File: config.mk
export PLATFORM = sky130hd
export DESIGN_NAME = multicycle_ctrl
export DESIGN_NICKNAME = d
export VERILOG_FILES = /design/src/rtl/mc_ctrl_pkg.sv /design/src/rtl/mc_alu_dec.sv /design/src/rtl/multicycle_ctrl.sv
export SDC_FILE = /design/constraint.sdc
export NUM_CORES = 1
export LEC_CHECK = 0
export CAP_MARGIN = 20
export CORE_MARGIN = 2
export CORE_UTILIZATION = 42
export DETAILED_ROUTE_END_ITERATION = 8
export PLACE_DENSITY = 0.8
export REMOVE_ABC_BUFFERS = 1
export SETUP_SLACK_MARGIN = 0.2
export SYNTH_ARGS = -nofsm -noshare
export SYNTH_HDL_FRONTEND = slang
export SYNTH_SLANG_ARGS = --single-unit
File: constraint.sdc
create_clock -name clk -period 1.79 [get_ports clk]
set_input_delay 0.2685 -clock clk [delete_from_list [all_inputs] [get_ports clk]]
set_output_delay 0.2685 -clock clk [all_outputs]
set_load 0.01 [all_outputs]
File: src/rtl/mc_ctrl_pkg.sv
// mc_ctrl_pkg: opcode/func constants, state encoding and datapath select encodings
package mc_ctrl_pkg;

    typedef enum logic [3:0] {
        S_RST      = 4'd0,
        S_FETCH    = 4'd1,
        S_DECODE   = 4'd2,
        S_EXEC_R   = 4'd3,
        S_EXEC_I   = 4'd4,
        S_MEM_ADDR = 4'd5,
        S_MEM_RD   = 4'd6,
        S_MEM_WR   = 4'd7,
        S_WB_MEM   = 4'd8,
        S_WB_ALU   = 4'd9,
        S_BRANCH   = 4'd10,
        S_JUMP     = 4'd11,
        S_HALT     = 4'd12
    } state_e;

    localparam logic [5:0] OP_R    = 6'h00;
    localparam logic [5:0] OP_J    = 6'h02;
    localparam logic [5:0] OP_JAL  = 6'h03;
    localparam logic [5:0] OP_BEQ  = 6'h04;
    localparam logic [5:0] OP_BNE  = 6'h05;
    localparam logic [5:0] OP_ADDI = 6'h08;
    localparam logic [5:0] OP_SLTI = 6'h0A;
    localparam logic [5:0] OP_ANDI = 6'h0C;
    localparam logic [5:0] OP_ORI  = 6'h0D;
    localparam logic [5:0] OP_LUI  = 6'h0F;
    localparam logic [5:0] OP_LW   = 6'h23;
    localparam logic [5:0] OP_SW   = 6'h2B;

    localparam logic [5:0] F_SLL = 6'h00;
    localparam logic [5:0] F_SRL = 6'h02;
    localparam logic [5:0] F_JR  = 6'h08;
    localparam logic [5:0] F_ADD = 6'h20;
    localparam logic [5:0] F_SUB = 6'h22;
    localparam logic [5:0] F_AND = 6'h24;
    localparam logic [5:0] F_OR  = 6'h25;
    localparam logic [5:0] F_SLT = 6'h2A;

    localparam logic [2:0] ALU_AND = 3'b000;
    localparam logic [2:0] ALU_OR  = 3'b001;
    localparam logic [2:0] ALU_ADD = 3'b010;
    localparam logic [2:0] ALU_SLL = 3'b011;
    localparam logic [2:0] ALU_SRL = 3'b100;
    localparam logic [2:0] ALU_LUI = 3'b101;
    localparam logic [2:0] ALU_SUB = 3'b110;
    localparam logic [2:0] ALU_SLT = 3'b111;

    localparam logic [1:0] PC_ALU    = 2'b00;
    localparam logic [1:0] PC_ALUOUT = 2'b01;
    localparam logic [1:0] PC_JUMP   = 2'b10;
    localparam logic [1:0] PC_RS     = 2'b11;

    localparam logic [1:0] SRC2_RT   = 2'b00;
    localparam logic [1:0] SRC2_FOUR = 2'b01;
    localparam logic [1:0] SRC2_IMM  = 2'b10;
    localparam logic [1:0] SRC2_IMM2 = 2'b11;

    localparam logic [1:0] RD_RT = 2'b00;
    localparam logic [1:0] RD_RD = 2'b01;
    localparam logic [1:0] RD_RA = 2'b10;

    localparam logic [1:0] M2R_ALU = 2'b00;
    localparam logic [1:0] M2R_MDR = 2'b01;
    localparam logic [1:0] M2R_PC  = 2'b10;

endpackage

File: src/rtl/mc_alu_dec.sv
// mc_alu_dec: maps opcode/func to an ALU operation and flags unsupported instructions
module mc_alu_dec
    import mc_ctrl_pkg::*;
(
    input  logic [5:0] opcode_i,
    input  logic [5:0] func_i,
    output logic [2:0] alu_ctrl_o,
    output logic       legal_o
);

    // R-type selects on func, everything else on opcode; memory/branch/jump fall back to add
    always_comb begin
        alu_ctrl_o = ALU_ADD;
        legal_o    = 1'b1;
        if (opcode_i == OP_R) begin
            case (func_i)
                F_ADD, F_JR: alu_ctrl_o = ALU_ADD;
                F_SUB:       alu_ctrl_o = ALU_SUB;
                F_AND:       alu_ctrl_o = ALU_AND;
                F_OR:        alu_ctrl_o = ALU_OR;
                F_SLT:       alu_ctrl_o = ALU_SLT;
                F_SLL:       alu_ctrl_o = ALU_SLL;
                F_SRL:       alu_ctrl_o = ALU_SRL;
                default:     legal_o    = 1'b0;
            endcase
        end else begin
            case (opcode_i)
                OP_ANDI: alu_ctrl_o = ALU_AND;
                OP_ORI:  alu_ctrl_o = ALU_OR;
                OP_SLTI: alu_ctrl_o = ALU_SLT;
                OP_LUI:  alu_ctrl_o = ALU_LUI;
                OP_ADDI, OP_LW, OP_SW, OP_BEQ, OP_BNE, OP_J, OP_JAL: alu_ctrl_o = ALU_ADD;
                default: legal_o = 1'b0;
            endcase
        end
    end

endmodule

File: src/rtl/multicycle_ctrl.sv
// multicycle_ctrl: multicycle MIPS control FSM sequencing a shared memory/ALU datapath
// Define MULTICYCLE_CTRL_PERF_EN to add the cycle_cnt/instr_cnt performance counters.
module multicycle_ctrl
    import mc_ctrl_pkg::*;
#(
    parameter bit MEM_HS = 1'b1,
    parameter int CNT_W  = 32
) (
    input  logic       clk,
    input  logic       reset,
    input  logic [5:0] opcode,
    input  logic [5:0] func,
    input  logic       zero,
    input  logic       mem_ready,
    output logic       IorD,
    output logic       MemRead,
    output logic       MemWrite,
    output logic       IRWrite,
    output logic       PCWrite,
    output logic [1:0] PCSrc,
    output logic       ALUSrc1,
    output logic [1:0] ALUSrc2,
    output logic [2:0] ALUControl,
    output logic [1:0] RegDst,
    output logic [1:0] Mem2Reg,
    output logic       RegWrite,
    output logic       illegal,
    output logic [3:0] state
`ifdef MULTICYCLE_CTRL_PERF_EN
    ,
    output logic [CNT_W-1:0] cycle_cnt,
    output logic [CNT_W-1:0] instr_cnt
`endif
);

    state_e     state_q, state_d;
    logic       illegal_q;
    logic [2:0] dec_alu;
    logic       dec_legal;
    logic       mem_ok;

    mc_alu_dec u_dec (
        .opcode_i   (opcode),
        .func_i     (func),
        .alu_ctrl_o (dec_alu),
        .legal_o    (dec_legal)
    );

    assign mem_ok  = !MEM_HS || mem_ready;
    assign illegal = illegal_q;
    assign state   = state_q;

    // next-state: memory states wait on the handshake, DECODE dispatches by instruction class
    always_comb begin
        state_d = state_q;
        case (state_q)
            S_RST:              state_d = S_FETCH;
            S_FETCH:            state_d = mem_ok ? S_DECODE : S_FETCH;
            S_DECODE:           state_d = !dec_legal ? S_HALT
                                        : opcode == OP_R ? (func == F_JR ? S_JUMP : S_EXEC_R)
                                        : (opcode == OP_LW || opcode == OP_SW) ? S_MEM_ADDR
                                        : (opcode == OP_BEQ || opcode == OP_BNE) ? S_BRANCH
                                        : (opcode == OP_J || opcode == OP_JAL) ? S_JUMP
                                        : S_EXEC_I;
            S_EXEC_R, S_EXEC_I: state_d = S_WB_ALU;
            S_MEM_ADDR:         state_d = opcode == OP_LW ? S_MEM_RD : S_MEM_WR;
            S_MEM_RD:           state_d = mem_ok ? S_WB_MEM : S_MEM_RD;
            S_MEM_WR:           state_d = mem_ok ? S_FETCH : S_MEM_WR;
            S_WB_MEM, S_WB_ALU, S_BRANCH, S_JUMP: state_d = S_FETCH;
            S_HALT:             state_d = S_HALT;
            default:            state_d = S_RST;
        endcase
    end

    // state register plus the sticky illegal flag raised when DECODE rejects an instruction
    always_ff @(posedge clk or negedge reset) begin
        if (!reset) begin
            state_q   <= S_RST;
            illegal_q <= 1'b0;
        end else begin
            state_q   <= state_d;
            illegal_q <= illegal_q | (state_q == S_DECODE && !dec_legal);
        end
    end

    // Moore decode of the datapath controls; only FETCH strobes and BRANCH PCWrite see inputs
    always_comb begin
        IorD       = 1'b0;
        MemRead    = 1'b0;
        MemWrite   = 1'b0;
        IRWrite    = 1'b0;
        PCWrite    = 1'b0;
        PCSrc      = PC_ALU;
        ALUSrc1    = 1'b0;
        ALUSrc2    = SRC2_RT;
        ALUControl = ALU_AND;
        RegDst     = RD_RT;
        Mem2Reg    = M2R_ALU;
        RegWrite   = 1'b0;
        case (state_q)
            S_FETCH: begin
                MemRead    = 1'b1;
                ALUSrc2    = SRC2_FOUR;
                ALUControl = ALU_ADD;
                IRWrite    = mem_ok;
                PCWrite    = mem_ok;
            end
            S_DECODE: begin
                ALUSrc2    = SRC2_IMM2;
                ALUControl = ALU_ADD;
            end
            S_EXEC_R, S_EXEC_I: begin
                ALUSrc1    = 1'b1;
                ALUSrc2    = state_q == S_EXEC_R ? SRC2_RT : SRC2_IMM;
                ALUControl = dec_alu;
            end
            S_MEM_ADDR: begin
                ALUSrc1    = 1'b1;
                ALUSrc2    = SRC2_IMM;
                ALUControl = ALU_ADD;
            end
            S_MEM_RD: begin
                IorD    = 1'b1;
                MemRead = 1'b1;
            end
            S_MEM_WR: begin
                IorD     = 1'b1;
                MemWrite = 1'b1;
            end
            S_WB_MEM: begin
                RegWrite = 1'b1;
                Mem2Reg  = M2R_MDR;
            end
            S_WB_ALU: begin
                RegWrite = 1'b1;
                RegDst   = opcode == OP_R ? RD_RD : RD_RT;
            end
            S_BRANCH: begin
                ALUSrc1    = 1'b1;
                ALUControl = ALU_SUB;
                PCSrc      = PC_ALUOUT;
                PCWrite    = (opcode == OP_BEQ && zero) || (opcode == OP_BNE && !zero);
            end
            S_JUMP: begin
                PCWrite  = 1'b1;
                PCSrc    = opcode == OP_R ? PC_RS : PC_JUMP;
                RegWrite = opcode == OP_JAL;
                RegDst   = opcode == OP_JAL ? RD_RA : RD_RT;
                Mem2Reg  = opcode == OP_JAL ? M2R_PC : M2R_ALU;
            end
            default: ;
        endcase
    end

`ifdef MULTICYCLE_CTRL_PERF_EN
    logic [CNT_W-1:0] cycle_cnt_q, instr_cnt_q;

    assign cycle_cnt = cycle_cnt_q;
    assign instr_cnt = instr_cnt_q;

    // active cycles exclude RST/HALT; an instruction retires when a completing state returns to FETCH
    always_ff @(posedge clk or negedge reset) begin
        if (!reset) begin
            cycle_cnt_q <= '0;
            instr_cnt_q <= '0;
        end else begin
            if (state_q != S_RST && state_q != S_HALT)
                cycle_cnt_q <= cycle_cnt_q + CNT_W'(1);
            if (state_d == S_FETCH && state_q != S_RST && state_q != S_FETCH)
                instr_cnt_q <= instr_cnt_q + CNT_W'(1);
        end
    end
`endif

endmodule
==> results, run 1 <==
- The flow did not finish.
- The terminating stage of the flow is 5_1_grt.
- The first error in the log reads "[ERROR GRT-0232] Routing congestion too high. Check the congestion heatmap in the GUI".
- Detailed placement finished with a half-perimeter wire length of 2704 um.
- After synthesis, the mean cell area works out to 6.692 um^2.
- The quantity of I/O buffers inserted on ports is 38.
- The number of clock buffers added by TritonCTS is 3.
- Measured along the x axis, the die boundary spans 50.38 um.
- The share of flip-flops with an asynchronous set or reset is 1.000.
- The total standard cell area after synthesis is 903.4 um^2.
- In this run the count of I/O pins placed on the die edge is 39.
- The prevailing post-synth register cell is sky130_fd_sc_hd__dfrtp_1.
- The share of synthesized area in the top cell type comes to 0.1385.
- The commonest cells after synthesis are sky130_fd_sc_hd__nor2_1 (15), sky130_fd_sc_hd__nand2_1 (14), sky130_fd_sc_hd__a21oi_1 (11).
- The most used standard cell by instance count after synthesis is sky130_fd_sc_hd__nor2_1.
- The initialized floorplan defines 16 standard-cell rows.
- The kind of pin the worst path terminates on is a top-level output.
- The count of flip-flops with a built-in enable after synthesis is 0.
- In this run the number of H-tree levels came out at 1.
- Synthesis produced a netlist whose cell count is 135.
- For this configuration, the core starts out at a cell density of 0.4512.
- The number of sinks handled by clock tree synthesis is 5.
- The Yosys warning count is 0.
- The deepest clock path buffer count is 2.
- Across every metal layer, demand over resource in global routing totals 0.6988.
- The placed cell area is 1597 um^2.
- The largest net degree at the start of global routing is 12.
- The die is around 50 um tall.
- Of the synthesized area, sequential elements account for 0.1385.
- The cell type with the highest aggregate area in the netlist is sky130_fd_sc_hd__dfrtp_1.
- The count of distinct cell types in the synthesized netlist is 47.
- The number of placed instances with taps included is 235.
- After synthesis, the cell types taking the most area are sky130_fd_sc_hd__dfrtp_1 (14%), sky130_fd_sc_hd__nor2_1 (6.2%), sky130_fd_sc_hd__a21oi_1 (6.1%).
- The synthesized design contains 5 register bits.
- The master cell of the clock root buffer is sky130_fd_sc_hd__clkbuf_4.
- The weighted congestion reported at the end of routability-driven placement is 0.9063.
- The total overflow left after global routing is 22.
- The critical endpoint after global-route timing repair is ALUControl[0].
- The number of hold-repair buffers added at the cts stage is 0.
-- kinds of logic after synthesis --
logic type,after synthesis,share of synthesized area
AOI/OAI and AO/OA,43,0.3338
xor gates and xnor gates,3,0.02909
buffers and inverters,17,0.09832
DFF,5,0.1385
muxes,1,0.01246
and+or+nand+nor,66,0.3878
-- layer usage --
layer  overflow  track usage
met5          0            0
met4         12       0.7207
met3          0       0.4673
met2         10       0.8925
met1          0       0.7243
-- through the flow --
| step | setup slack [ns] | hold WS [ns] |
|---|---|---|
| global placement | -0.7032 | 0.4597 |
| floorplan | -0.09103 | -0.02709 |
| CTS | -0.05416 | 0.2486 |
| detailed placement | -0.8055 | 0.4693 |
-- what timing repair did --
item,4_1_cts
buffers inserted,7
setup endpoints to repair,27
resized for setup,148
gates cloned,1
pin swaps,19
==> run 2, diff against run 1 <==
--- a/config.mk
+++ b/config.mk
@@ -6,12 +6,11 @@
 export NUM_CORES = 1
 export LEC_CHECK = 0
 export CAP_MARGIN = 20
-export CORE_MARGIN = 2
-export CORE_UTILIZATION = 42
+export CORE_AREA = 2 2 63 65
 export DETAILED_ROUTE_END_ITERATION = 8
-export PLACE_DENSITY = 0.8
+export DIE_AREA = 0 0 65 67
+export PLACE_DENSITY_LB_ADDON = 0.15
 export REMOVE_ABC_BUFFERS = 1
-export SETUP_SLACK_MARGIN = 0.2
 export SYNTH_ARGS = -nofsm -noshare
 export SYNTH_HDL_FRONTEND = slang
 export SYNTH_SLANG_ARGS = --single-unit
==> results, run 2 <==
- The critical path required time is 1.52 ns.
- The final reports fail on setup timing.
- The finished cells cover 1792 um^2.
- The class of the most critical hold timing path is primary input to asynchronous set/reset pin.
- The clock reaches the later pin of the worst-skew pair after 0.22 ns.
- The area share of the leading cell type in the synthesized netlist is 0.1385.
- The residual overflow from global routing is 0.
- Across every metal layer, demand over resource in global routing totals 0.1740.
- The total iterations of the first detailed-routing run is 4.
- The layout net count is 240.
- Measured in cells, the most critical reg-to-reg path has a length of 8.
- The prevailing post-synth register cell is sky130_fd_sc_hd__dfrtp_1.
- The quantity of I/O buffers inserted on ports is 38.
- Dividing the detail-routed wire length by the instance count gives 12.99 um.
- The number of hold-slack violations in the final timing report is 0.
- CTS built an H-tree with a depth of 1.
- The period utilization is 1.023.
- In this run the critical register-to-register path is captured at state[2].
- Setup repair after global routing could not meet its margin everywhere.
- Setup violations remaining at the end of the flow were counted as 1.
- The number of design rule violations left after detail routing is 0.
- The master cell of the clock root buffer is sky130_fd_sc_hd__clkbuf_8.
- The number of global-route vias before repair is around 1400.
- For this run, the register share of the synthesized area comes to 0.1385.
- The cell type with the highest aggregate area in the netlist is sky130_fd_sc_hd__dfrtp_1.
- The horizontal die dimension is approximately 65 um.
- In the synthesized netlist the async set-or-reset flop fraction comes to 1.000.
- The diode insertion count for antenna repair is 0.
- The tool flagged a number of max-cap violations equal to 0.
- The die is 67 um tall.
- The mean instance size in the synthesized netlist is 6.692 um^2.
- Entering global routing, the biggest net connects 20 pins.
- The routed via count is between 1000 and 1500.
- Synthesis handed over a netlist of about 140 instances.
- The run finished, with violations left.
- After filler insertion, the fill cell instance count of the layout stands at 391.
- The weighted congestion reported at the end of routability-driven placement is 0.9031.
- Detailed placement ended at an HPWL of 2832 um.
- The worst pin sits at a relative slew slack of 0.7471.
- CTS saw 5 sinks.
- For this block, wires on met1 add up to 1584 um.
- In the post-synthesis netlist, the biggest area contributors are sky130_fd_sc_hd__dfrtp_1 (14%), sky130_fd_sc_hd__nor2_1 (6.2%), sky130_fd_sc_hd__a21oi_1 (6.1%).
- The slew at the pin closest to its max-slew limit is ~0.37 ns.
- The first-pass GRT wire length is between 5000 and 6000 um.
- The area overhead of the layout relative to synthesis is 98.34%.
- The ratio of total power to cell area is between 1000 and 1500 nW/um^2.
- The signal arrival time at the worst endpoint is 1.56 ns.
- The register with the most flip-flops in the layout has 4 of them.
- The met3 layer wire length in the routed design is 87 um.
- After layout, the minimum clock period comes to about 1.8 ns.
- The final routed wirelength across all metal layers is 3519 um.
- Ranked by instance count, the synthesized netlist is headed by sky130_fd_sc_hd__nor2_1 (15), sky130_fd_sc_hd__nand2_1 (14), sky130_fd_sc_hd__a21oi_1 (11).
- STA classifies the critical path startpoint as a flop.
- The leakage power figure is 0.7947 nW.
- The initial antenna violation count was 0.
- In this run the remaining antenna-violating nets after routing total 0.
- The setup slack of the most critical reg-to-reg path is between 0.2 and 0.3 ns.
- The critical path capture point type is an output pin.
- The total chip power is around 2.1 mW.
- The number of buffers created by CTS is 3.
- The count of flip-flops with a built-in enable after synthesis is 0.
- The share of post-route cells with drive strength above 1 is 0.5067.
- Yosys instantiated no cell more often than sky130_fd_sc_hd__nor2_1.
- Hold is met by 0.2623 ns.
- Along the worst path, the maximum fanout reaches 4.
- The total standard cell area after synthesis is 903.4 um^2.
- The register clock-pin slew on the reported worst setup and hold paths is roughly 0.040 ns.
- On the final layout, the worst clock skew is 0.002678 ns.
- For this configuration, the core starts out at a cell density of 0.2505.
- The worst register-to-register path begins at state[0].
- The Yosys warning count is 0.
- The met2 wirelength from detailed routing is 1788 um.
- Dividing the detail-routed via count by the number of cells gives 4.834.
- The core region is 3606 um^2.
- The start-to-end type of the worst setup path is flop to output pin.
- The floorplan has 22 rows.
- The maximum vdd drop is approximately 0.74 mV.
- Counting flops and latches in the post-synthesis netlist gives 5.
- The I/O pin total is 39.
- TritonCTS built the clock tree.
- The placed cell area is 1668 um^2.
- The clock passes through at most 2 buffers.
- The floorplan step defined a die boundary enclosing approximately 4400 um^2.
- Once routing completed, OpenROAD measured the worst setup slack at -0.04165 ns.
- The library cells used most frequently in the layout, excluding fill and tap cells, are sky130_fd_sc_hd__buf_4 (54), sky130_fd_sc_hd__buf_2 (12), sky130_fd_sc_hd__nand2_1 (11), sky130_fd_sc_hd__nor2_1 (11), sky130_fd_sc_hd__a21oi_1 (10).
- The uppermost metal layer occupied by signal nets is met4.
- Leaving out fill and tap cells, the most frequent cell in the layout is sky130_fd_sc_hd__buf_4.
- The number of max-slew violations in the final report is 0.
- The starting DRC count in detailed routing is 36.
- The count of distinct cell types in the synthesized netlist is 47.
- The maximum clock frequency is 0.5460 GHz.
==> run 2: cell counts after synthesis <==
Identical to the previous run, type by type.
==> run 2: cell families (layout without fill, tap and decap cells) <==
logic type             count (synthesis)  after routing  share of synthesized area
AO/OA/AOI/OAI                         43             43                     0.3338
multiplexers                           1              1                    0.01246
AND/OR/NAND/NOR                       66             66                     0.3878
buffers and inverters                 17            105                    0.09832
XOR/XNOR                               3              3                    0.02909
flip-flops                             5              5                     0.1385
==> run 2: repair_timing <==
| action | in CTS | in global routing |
|---|---|---|
| hold buffers | 0 | 0 |
| endpoints found under the setup margin | 22 | 13 |
| cloned | 0 | 0 |
| resized for setup | 108 | 26 |
| setup buffers | 4 | 2 |
| pin swaps | 13 | 5 |
==> run 2: layer usage <==
layer  up-vias  track usage
met5         -            0
met4         0      0.06649
met3         8      0.01689
met2        27       0.3235
met1       600       0.2042
li1        675            -
==> run 2: final cells by class <==
| class | instances | area (um^2) | share of cell area |
|---|---|---|---|
| clock buffers | 4 | 45.04 | 0.02514 |
| inverters | 6 | 22.52 | 0.01257 |
| multi-input cells | 113 | 809.5 | 0.4518 |
| flip-flops and latches | 5 | 128.9 | 0.07193 |
| well taps | 48 | 60.06 | 0.03352 |
| repair buffers | 95 | 725.7 | 0.4050 |
==> run 2: how the worst max path moves through the flow <==
| stage | startpoint | cells after the start | endpoint |
|---|---|---|---|
| final | state[2] | 4 | ALUControl[1] |
| after global routing | state[3] | 7 | ALUControl[2] |
| after CTS | state[2] | 4 | ALUControl[1] |
| after global placement | opcode[3] | 7 | ALUControl[1] |
| after detailed placement | opcode[3] | 7 | ALUControl[1] |
| after floorplan | state[2] | 2 | Mem2Reg[1] |
==> run 2: critical path: stages, from the launching register on <==
cell                      delay [ns]
sky130_fd_sc_hd__dfrtp_2        0.43
sky130_fd_sc_hd__or3_4          0.39
sky130_fd_sc_hd__a221o_1        0.32
sky130_fd_sc_hd__nand3_1        0.08
sky130_fd_sc_hd__buf_2          0.13
==> run 2: stage by stage <==
stage                      TNS, ns  std cells  worst slack, ns  utilization
after floorplan            -0.1821        124         -0.09103            -
after detailed placement    -7.953        262          -0.8234       0.4625
after global placement      -7.650        262          -0.7912       0.4625
after CTS                 -0.04669        269         -0.04669       0.4906
final                     -0.04165        271         -0.04165       0.4969
after global routing       -0.2317        271         -0.08797       0.4969
==> run 2: report_power, final <==
part	total (mW)	switching, mW	internal (mW)
clock	0.205	0.0527	0.153
sequential	0.218	0.0529	0.165
combinational	1.67	0.802	0.870
total	2.10	0.908	1.19
(Power assumes the default switching activity.)
